## config.mk

```make
export PLATFORM = sky130hd
export DESIGN_NAME = lynx_io
export DESIGN_NICKNAME = d
export VERILOG_FILES = /design/src/rtl/lynx_io.sv
export SDC_FILE = /design/constraint.sdc
export NUM_CORES = 1
export LEC_CHECK = 0
export BUFFER_PORTS_ARGS = -buffer_cell sky130_fd_sc_hd__buf_2
export CAP_MARGIN = 20
export CELL_PAD_IN_SITES_DETAIL_PLACEMENT = 0
export CELL_PAD_IN_SITES_GLOBAL_PLACEMENT = 1
export CORE_MARGIN = 3
export CORE_UTILIZATION = 35
export CTS_CLUSTER_DIAMETER = 200
export DETAILED_ROUTE_END_ITERATION = 16
export PLACE_DENSITY = 0.74
export SYNTH_ARGS = -nofsm -noshare
export SYNTH_HDL_FRONTEND = slang
export SYNTH_SLANG_ARGS = --single-unit
```

## constraint.sdc

```tcl
create_clock -name clock -period 2.7 [get_ports clock]
set_input_delay 0.27 -clock clock [delete_from_list [all_inputs] [get_ports clock]]
set_output_delay 0.27 -clock clock [all_outputs]
set_load 0.005 [all_outputs]
```

## src/rtl/lynx_io.sv

```systemverilog
// lynx_io - Z80 I/O port block for the Lynx core.
// Decodes CPU I/O cycles, latches OUT writes to ports 0x80/0x82/0x84,
// returns keyboard column data on IN from port 0x80 and generates the
// active-low video-frame interrupt towards the CPU.
// The CPU interrupt request is named int_n because "int" is a reserved
// word in SystemVerilog.

module lynx_io #(
   parameter logic [7:0] INTLEN = 8'd32   // cep pulses int_n is held low (1..255)
) (
   input  logic        clock,
   input  logic        reset,
   input  logic        cep,
   input  logic        iorq,
   input  logic        wr,
   input  logic [15:0] a,
   input  logic [7:0]  d,
   output logic [7:0]  q,
   input  logic        vsync,
   output logic        int_n,
   output logic [3:0]  kbRow,
   input  logic [7:0]  kbCol,
   output logic [7:0]  reg80,
   output logic [7:0]  reg82,
   output logic [5:0]  speaker
);

   typedef enum logic [0:0] {
      ST_IDLE   = 1'b0,
      ST_ACTIVE = 1'b1
   } int_state_t;

   // write-edge sampler
   logic       wr_prev_r;     // wr sampled at the previous cep
   logic       wr_armed_r;    // wr has been seen high at a cep since reset
   // vsync edge detector
   logic       vsync_prev_r;
   logic       vsync_rise_r;
   // port latches and read path
   logic [7:0] reg80_r;
   logic [7:0] reg82_r;
   logic [5:0] speaker_r;
   logic [3:0] kbrow_r;
   logic [7:0] q_r;
   // interrupt FSM
   int_state_t state_r;
   logic [7:0] cnt_r;
   logic       int_n_r;

   logic       port80_s;
   logic       ws_s;
   logic       mask_wr_s;
   logic       unused_addr_s;

   // Address decode, one-per-OUT write strobe and interrupt mask write detection
   always_comb begin
      port80_s      = (a[7:0] == 8'h80);
      ws_s          = cep & ~iorq & ~wr & wr_prev_r & wr_armed_r;
      mask_wr_s     = ws_s & port80_s & d[0];
      unused_addr_s = ^a[15:12];
   end

   // Sample wr on every cep; a write held through reset stays disarmed until wr is seen high
   always_ff @(posedge clock) begin
      if (reset) begin
         wr_prev_r  <= 1'b1;
         wr_armed_r <= 1'b0;
      end else if (cep) begin
         wr_prev_r  <= wr;
         wr_armed_r <= wr_armed_r | wr;
      end else begin
         wr_prev_r  <= wr_prev_r;
         wr_armed_r <= wr_armed_r;
      end
   end

   // OUT latches for system control, bank switch and speaker DAC
   always_ff @(posedge clock) begin
      if (reset) begin
         reg80_r   <= 8'h00;
         reg82_r   <= 8'h00;
         speaker_r <= 6'd0;
      end else if (ws_s) begin
         case (a[7:0])
            8'h80:   reg80_r   <= d;
            8'h82:   reg82_r   <= d;
            8'h84:   speaker_r <= d[5:0];
            default: reg80_r   <= reg80_r;
         endcase
      end else begin
         reg80_r   <= reg80_r;
         reg82_r   <= reg82_r;
         speaker_r <= speaker_r;
      end
   end

   // Keyboard row select and IN data, updated every clock regardless of cep
   always_ff @(posedge clock) begin
      if (reset) begin
         kbrow_r <= 4'd0;
         q_r     <= 8'hFF;
      end else begin
         if (~iorq & port80_s) begin
            kbrow_r <= a[11:8];
         end else begin
            kbrow_r <= kbrow_r;
         end
         if (~iorq & wr & port80_s) begin
            q_r <= kbCol;
         end else begin
            q_r <= 8'hFF;
         end
      end
   end

   // Registered vsync rising-edge detector; reset value of 1 suppresses a false edge
   always_ff @(posedge clock) begin
      if (reset) begin
         vsync_prev_r <= 1'b1;
         vsync_rise_r <= 1'b0;
      end else begin
         vsync_prev_r <= vsync;
         vsync_rise_r <= vsync & ~vsync_prev_r;
      end
   end

   // Frame interrupt FSM: int_n low for INTLEN cep pulses, retriggerable, mask write wins
   always_ff @(posedge clock) begin
      if (reset) begin
         state_r <= ST_IDLE;
         cnt_r   <= 8'd0;
         int_n_r <= 1'b1;
      end else begin
         case (state_r)
            ST_IDLE: begin
               if (vsync_rise_r && !reg80_r[0] && !mask_wr_s) begin
                  state_r <= ST_ACTIVE;
                  cnt_r   <= INTLEN;
                  int_n_r <= 1'b0;
               end else begin
                  state_r <= ST_IDLE;
                  cnt_r   <= cnt_r;
                  int_n_r <= 1'b1;
               end
            end
            ST_ACTIVE: begin
               if (mask_wr_s) begin
                  state_r <= ST_IDLE;
                  cnt_r   <= 8'd0;
                  int_n_r <= 1'b1;
               end else if (vsync_rise_r) begin
                  state_r <= ST_ACTIVE;
                  cnt_r   <= INTLEN;
                  int_n_r <= 1'b0;
               end else if (cep) begin
                  if (cnt_r <= 8'd1) begin
                     state_r <= ST_IDLE;
                     cnt_r   <= 8'd0;
                     int_n_r <= 1'b1;
                  end else begin
                     state_r <= ST_ACTIVE;
                     cnt_r   <= cnt_r - 8'd1;
                     int_n_r <= 1'b0;
                  end
               end else begin
                  state_r <= ST_ACTIVE;
                  cnt_r   <= cnt_r;
                  int_n_r <= 1'b0;
               end
            end
            default: begin
               state_r <= ST_IDLE;
               cnt_r   <= 8'd0;
               int_n_r <= 1'b1;
            end
         endcase
      end
   end

   assign q       = q_r;
   assign int_n   = int_n_r;
   assign kbRow   = kbrow_r;
   assign reg80   = reg80_r;
   assign reg82   = reg82_r;
   assign speaker = speaker_r;

endmodule
```

==> results by stage, run 1 <==
Status:
- The run finished with clean final reports.

Floorplanning:
- The die area is about 6500 sq um.
- The y dimension of the die is about 80 um.
- In this run the horizontal extent of the chip is between 80 and 90 um.
- 73 I/O pins were placed.
- The standard-cell row count is 26.
- The starting density of the core is 0.370.
- The core region is ~5200 sq um.

Global route:
- Entering global routing, the biggest net connects 42 pins.
- For this run, the total global-route usage over all layers was measured as 0.138.
- The global-route met2 utilization is 0.211.
- The number of antenna violations at the first check in global routing came to 0.
- In the global route stage, met1 resource usage came out at 0.178.
- Summed over all layers, the global routing overflow is 0.
- The global routing met3 resource utilization is 0.0493.
- The number of global-route vias before repair is 1475.
- The most heavily used metal layer in global routing is met2.
- The global-route wire length before repair is 6980 um.

Synth:
- Dividing the synthesized area by the synthesized cell count gives 9.93 sq um.
- The number of distinct library cells after synthesis is 38.
- After synthesis the cells add up to around 1900 sq um.
- The net count after synthesis is ~240.
- In this run, synthesis inferred 0 flip-flops with an integrated enable.
- During synthesis, Yosys emitted a total of 0 warnings.
- The sequential share of the synthesized area is 0.496.
- In this run, synthesis produced a sequential element count of 48.
- In the synthesized netlist the async set-or-reset flop fraction comes to 0.
- Among all flip-flop cells after synthesis, the most frequent one is dfxtp_1.
- The number of standard cells after synthesis is about 200.

Timing:
- Derived from the worst setup path, the maximum achievable clock frequency is approximately 470 MHz.
- Setup repair after global routing left no endpoint under its margin.
- The worst pin sits at a relative slew slack of 0.515.
- On the final layout, the worst hold slack is 0.143 ns.
- The number of hold-slack violations in the final timing report is 0.
- The max-slew violation total from the final report was 0.
- The actual transition at the worst max-transition pin is ~0.73 ns.
- The post-route minimum period is roughly 2.1 ns.
- The part of the cycle the worst path needs is 0.783.
- The clock tree skew after final layout is about 0.0076 ns.
- Summed over all failing endpoints, the final setup total negative slack is 0 ns.
- Setup violations remaining at the end of the flow were counted as 0.

Clock network:
- In this run the clock root is driven by a clkbuf_8.
- Hold repair after CTS inserted 0 buffers.
- The source-to-sink clock delay at the later pin of the worst-skew pair is approximately 0.30 ns.
- TritonCTS built the clock tree.
- The sink count of the clock tree is 48.
- The H-tree was split into 2 levels.
- In this run, CTS created clock tree buffers numbering 5.
- After clock tree synthesis, the repair step resized 0 gates.
- Clock-pin slew was measured on the worst setup and hold paths at 0.08 ns.
- Post-CTS timing repair inserted 0 buffers for setup.
- The maximum clock path buffer count is 2.

Worst setup path:
- Data on the critical path is required at its endpoint by between 2 and 3 ns.
- Grouping stages by cell kind, the critical path spends the most delay in simple AND/OR/NAND/NOR gates.
- The biggest cell delay along the critical path is 0.55 ns.
- STA classifies the critical path startpoint as an input pin.
- The critical path data arrival time is ~2.3 ns.
- The slowest stage of the critical path belongs to the cell or4_4.
- The setup path with the least slack is of type in -> reg.
- The signal on the critical path passes through buf_2 > or4_4 > or4_4 > or3_1 > a21oi_1 > nor2_1.
- The category of the worst setup path capture point is a flop.
- Along the worst path, the maximum fanout reaches 8.
- The number of buffers and inverters on the critical path is 1.
- The cell type with the highest occurrence count on the critical path is or4_4.

Drt:
- The count of antenna-violating nets left after detailed routing is 0.
- After detailed routing, the average wire length per cell comes to around 12 um.
- In this run, the number of DRC markers left after iteration 0 of detailed routing was around 70.
- The detailed-routing iteration count for the pre-antenna-repair pass is 4.
- Using the TritonRoute via totals, the vias-per-cell ratio works out to 4.66.
- The final layout contains routed wiring with a total length of roughly 4100 um.
- For this block, the via count after detailed routing is between 1500 and 2000.
- For this run, design rule violations remaining after detail routing come to 0.

Cells and area:
- Counting the fill cells in the layout gives approximately 520.
- The post-layout utilization of the core is 0.468.
- The net count of the finished layout is ~310.
- 0 antenna diodes ended up in the layout.
- Once layout is complete, the cells apart from fillers number about 340.
- The share of post-route cells with drive strength above 1 is 0.328.
- The area growth from synthesis to layout is 26.6%.
- Leaving out fill and tap cells, the most frequent cells in the layout are buf_2 (68), dfxtp_1 (48), nor2_1 (35).
- Leaving out fill and tap cells, the most frequent cell in the layout is buf_2.

Placement:
- The number of placed instances, taps included, is 330.
- The HPWL after detailed placement is 3040 um.
- The port buffer count is 68.
- Routability-driven placement finished with a final weighted congestion of ~0.73.

Worst hold path:
- The path class of the tightest hold or removal check is in -> reg.

Pwr:
- In this run the static leakage power is roughly 1.1 nW.
- The largest vdd supply drop is 0.000238 V.
- The power density of the placed cells is 491 nW/um^2.

Job:
- Max-cap violations in this run came to 0.
path summary, 6_finish.rpt:
kind	startpoint	slack, ns	cells past startpoint	to
setup / recovery	a[0]	0.59	6	reg80[0]$_SDFFE_PP0N_
hold / removal	kbCol[2]	0.14	2	q[2]$_SDFF_PP1_
setup reg to reg	wr_prev_r$_SDFFE_PP1P_	0.63	5	reg80[0]$_SDFFE_PP0N_
hold reg to reg	vsync_prev_r$_SDFF_PP1_	0.39	1	vsync_rise_r$_SDFF_PP0_
metrics by stage:
stage,area (sq um),worst slack [ns],total power (W)
CTS,2450,0.588,0.00123
detailed placement,2360,0.256,0.000804
floorplan,1940,0.595,0.000767
finish,2450,0.586,0.00120
global placement,2360,0.283,0.000803
global route,2450,0.456,0.00126
logic make-up after synthesis:
kind of cell	share of synthesized area
simple gates	0.218
flops	0.496
compound gates	0.100
mux	0.140
buf+inv	0.0330
fa+ha+maj	0.0129
area by class of cell:
cell class                 count  area, sq um  area share
inverter                       6         22.5     0.00919
clock buffer                   7         76.3      0.0312
sequential                    48          961       0.392
multi-input combinational    133          916       0.374
clock inverter                 1         8.76     0.00358
timing repair buffer          73          378       0.154
tap                           70         87.6      0.0358
worst register-to-register path, stage by stage, from the launching register on:
cell and delay, ns:
dfxtp_1 0.34, nand4bb_1 0.19, or4_4 0.59, or3_1 0.54, a21oi_1 0.22, nor2_1 0.05
state kept, by name, summed over array words and instances (netlist names):
| signal | cells |
|---|---|
| wr_prev_r | 1 |
| vsync_prev_r | 1 |
| int_n | 1 |
| reg82 | 8 |
| speaker | 6 |
| wr_armed_r | 1 |
| q | 8 |
| reg80 | 8 |
| state_r | 1 |
| cnt_r | 8 |
| kbRow | 4 |
| vsync_rise_r | 1 |
cell usage after synthesis (3+ instances only):
master | n | area, sq um
mux2i_1 | 27 | 270
nor2b_1 | 4 | 25.0
inv_1 | 6 | 22.5
o21ai_0 | 3 | 15.0
nor3b_1 | 3 | 22.5
o21ba_2 | 3 | 30.0
clkbuf_1 | 6 | 22.5
a21oi_1 | 10 | 50.1
dfxtp_1 | 48 | 961
nand2b_1 | 10 | 62.6
a211oi_1 | 4 | 30.0
nor2_1 | 35 | 131
nor3_1 | 4 | 20.0
nand3_1 | 4 | 20.0
report_power, final:
part / internal, W / total, W / switching (W)
registers: 0.000712 / 0.000716 / 0.00000351
clock network: 0.000185 / 0.000417 / 0.000232
logic: 0.0000347 / 0.0000708 / 0.0000360
layer usage:
metal | vias to the layer above | share of wire
li1 | 821 | -
met3 | 2 | 0.065
met2 | 42 | 0.45
met4 | 0 | 0.0093
met1 | 710 | 0.47
met5 | - | 0
Note: power is estimated with default switching activity, not from simulation.
==> inputs of run 2 (changes only) <==
--- a/config.mk
+++ b/config.mk
@@ -10,10 +10,10 @@
 export CELL_PAD_IN_SITES_DETAIL_PLACEMENT = 0
 export CELL_PAD_IN_SITES_GLOBAL_PLACEMENT = 1
 export CORE_MARGIN = 3
-export CORE_UTILIZATION = 35
+export CORE_UTILIZATION = 32
 export CTS_CLUSTER_DIAMETER = 200
 export DETAILED_ROUTE_END_ITERATION = 16
-export PLACE_DENSITY = 0.74
+export PLACE_DENSITY = 0.71
 export SYNTH_ARGS = -nofsm -noshare
 export SYNTH_HDL_FRONTEND = slang
 export SYNTH_SLANG_ARGS = --single-unit
==> constraint.sdc (replaced) <==
create_clock -name clock -period 1.85 [get_ports clock]
set_input_delay 0.185 -clock clock [delete_from_list [all_inputs] [get_ports clock]]
set_output_delay 0.185 -clock clock [all_outputs]
set_load 0.005 [all_outputs]
==> results by stage, run 2 (synthesis gave the netlist of run 1 again) <==
Status:
- The run finished, with violations left.
- The checks that failed: negative setup slack.

Worst setup path:
- The startpoint of the most critical register-to-register path is wr_armed_r$_SDFFE_PP0P_.
- The worst path buffer plus inverter count is 2.
- The logic depth of the worst register-to-register path is 7.
- The setup check on the worst reg-to-reg path leaves a slack of -0.02 ns.
- The endpoint required time on the critical path is 2.05 ns.
- Traced cell by cell, the critical path runs through or4bb_4 > nor4_4 > buf_4 > nand3b_1 > buf_6 > nor3_2 > o21ba_2.
- Of all nets on the critical path, the largest fanout is 4.
- The worst setup path is captured at a flop.
- The largest delay contributor family on the critical path is simple AND/OR/NAND/NOR gates.
- STA classifies the critical path startpoint as a flop.
- The worst flop-to-flop path endpoint is cnt_r[1]$_SDFFE_PP0P_.
- The critical path in this run is classified as reg -> reg.
- At the worst endpoint, the arrival time is between 2 and 2.5 ns.
- The standard cell with the maximum stage delay on the critical path is or4bb_4.
- In this design, the stage delay of the slowest critical-path cell is 0.47 ns.

Drt:
- The top routing layer in use is met4.
- The detailed-routing iteration count for the pre-antenna-repair pass is 6.
- For this run, design rule violations remaining after detail routing come to 0.
- For this block, the initial DRC count from the detailed router was between 40 and 50.
- The count of antenna-violating nets left after detailed routing is 0.
- The routed metal-1 wirelength is ~2100 um.
- The mean routed wirelength per cell is ~13 um.
- The final layout contains routed wiring with a total length of about 4600 um.
- In the routed layout, each cell is associated on average with a via count of ~4.7.
- The wire length on met3 is ~300 um.
- The wire length on met2 is about 2200 um.
- The detailed router placed ~1700 vias in this run.

Timing:
- Between clock sinks in the finished design, the worst skew comes to between 0.01 and 0.015 ns.
- The actual transition at the worst max-transition pin is about 0.43 ns.
- The number of hold-slack violations in the final timing report is 0.
- Setup violations remaining at the end of the flow were counted as 4.
- Setup repair after global routing could not meet its margin everywhere.
- The final worst-path setup slack is -0.0159 ns.
- Adding up every negative setup slack in the final design gives -0.0425 ns.
- The max-slew violation total from the final report is 0.
- Static timing analysis puts the maximum clock frequency at between 500 and 600 MHz.
- The post-route minimum period is roughly 1.9 ns.
- Headroom to the max-slew limit came out at 0.713.
- Of the available clock period, the critical path in the final layout requires 1.01.

Floorplanning:
- The horizontal die dimension is 83.8 um.
- For this design the top-level I/O count stands at 73.
- The core region is roughly 5700 sq um.
- The die covers between 7000 and 8000 sq um.
- The y dimension of the die is 83.8 um.
- The starting density of the core is 0.341.
- The initialized floorplan defines 27 standard-cell rows.

Worst hold path:
- In this run the most critical hold path is launched from kbCol[4].
- Counting instances, the worst hold path has a depth of 2.
- The path class of the lowest-slack min-delay path is in -> reg.
- For hold timing, the worst endpoint is q[4]$_SDFF_PP1_.

Pwr:
- The logic gate share of total power is 0.078.
- In this run the power density over the cells is between 600 and 700 nW/um^2.
- Of the total power, the share spent switching nets is 0.222.
- In this run the static leakage power is between 1 and 1.5 nW.
- Of the total power, the clock network draws 0.350.
- The sequential share of power is 0.572.
- The largest vdd supply drop is 0.000365 V.
- The internal cell power is roughly 0.0014 W.
- The analysis attributes to net switching a power of between 0.0004 and 0.0005 W.

Clock network:
- For the worst-skew pair, the clock arrives at the later sink with an insertion delay of approximately 0.30 ns.
- TritonCTS built the clock tree.
- The H-tree depth reported by CTS is 2.
- Hold repair after CTS inserted 0 buffers.
- No sink is reached through more buffers than the 2 on the longest clock path.
- The tree built by TritonCTS fans out to 48 sinks.
- The buffer type at the clock tree root is clkbuf_8.
- The post-CTS clock slew at the launch and capture registers of the worst setup and hold paths is roughly 0.09 ns.
- The total CTS buffers is 5.

Cells and area:
- Relative to the synthesized area, the layout overhead comes to 42.0%.
- The final non-filler cell area is between 2000 and 3000 sq um.
- In the layout the commonest cells are buf_2 (67), dfxtp_1 (46), nor2_1 (34).
- The number of nets at the end of the flow is between 300 and 400.
- The repair_antennas step left the layout with diodes totalling 0.
- At the end of the flow the core is filled with cells to 0.484.
- Of the cells placed in the final design, the portion with a size suffix greater than 1 is 0.428.
- After the flow finishes, the layout carries non-filler instances totaling about 360.
- Leaving out fill and tap cells, the most frequent cell in the layout is buf_2.

Placement:
- At the end of routability-driven placement, the weighted congestion stood at 0.734.
- The cell count after placement is 349.
- The HPWL after detailed placement is around 3400 um.
- The placed standard-cell area is between 2000 and 3000 sq um.
- The port buffer count is 68.

Job:
- Across the run, the number of max-cap violations was 0.

Global route:
- The pin count of the biggest net entering global routing is 27.
- The number of antenna violations at the first check in global routing is 0.
- The first global-routing pass estimated about 7700 um of wire.
- The number of global-route vias before repair came to 1673.
- After global routing the overflow that remains totals 0.
- In the global route stage, overall resource usage came out at 0.135.
-- run 2: area by class of cell --
| type | count | area (sq um) |
|---|---|---|
| clock buffer | 7 | 86.3 |
| fill | 578 | 2930 |
| tap | 72 | 90.1 |
| clock inverter | 1 | 7.51 |
| timing repair buffer | 97 | 599 |
| sequential | 48 | 963 |
| inverter | 6 | 22.5 |
| multi-input combinational | 133 | 980 |
-- run 2: metal layers --
layer  global-route usage  up-vias
li1                     -      866
met1                0.169      789
met2                0.216       53
met3               0.0494        2
met4               0.0395        0
met5                    0        -
-- run 2: how the worst max path moves through the flow --
| stage | startpoint | to | slack, ns | cells after the start |
|---|---|---|---|---|
| 3_5_place_dp | a[0] | reg80[5]$_SDFFE_PP0N_ | -0.35 | 7 |
| 6_report | wr_armed_r$_SDFFE_PP0P_ | cnt_r[1]$_SDFFE_PP0P_ | -0.02 | 7 |
| 2_1_floorplan | a[0] | reg80[1]$_SDFFE_PP0N_ | -0.17 | 6 |
| 5_1_grt | wr_armed_r$_SDFFE_PP0P_ | cnt_r[3]$_SDFFE_PP0P_ | -0.09 | 7 |
| 3_3_place_gp | a[0] | reg80[1]$_SDFFE_PP0N_ | -0.32 | 7 |
| 4_1_cts | wr_prev_r$_SDFFE_PP1P_ | reg80[0]$_SDFFE_PP0N_ | -0.006 | 6 |
-- run 2: power groups by stage --
| stage | clock, W | combinational (W) | sequential (W) |
|---|---|---|---|
| 3_3_place_gp | 0 | 0.000123 | 0.00107 |
| 2_1_floorplan | 0 | 0.0000511 | 0.00107 |
| 5_1_grt | 0.000708 | 0.000157 | 0.00105 |
| 4_1_cts | 0.000672 | 0.000127 | 0.00105 |
| 3_5_place_dp | 0 | 0.000125 | 0.00107 |
| 6_report | 0.000641 | 0.000142 | 0.00105 |
-- run 2: what timing repair did --
| item | in CTS | in global routing |
|---|---|---|
| pin swaps | 1 | 14 |
| setup buffers | 1 | 7 |
| resized for setup | 3 | 19 |
| setup endpoints to repair | 22 | 26 |
-- run 2: per-stage QoR --
| step | power [W] | hold WS (ns) | worst slack (ns) |
|---|---|---|---|
| 6_report | 0.00183 | 0.0618 | -0.0159 |
| 2_1_floorplan | 0.00112 | 0.286 | -0.168 |
| 3_5_place_dp | 0.00119 | 0.370 | -0.355 |
| 5_1_grt | 0.00191 | 0.0477 | -0.0921 |
| 4_1_cts | 0.00184 | 0.0494 | -0.00615 |
| 3_3_place_gp | 0.00119 | 0.365 | -0.318 |
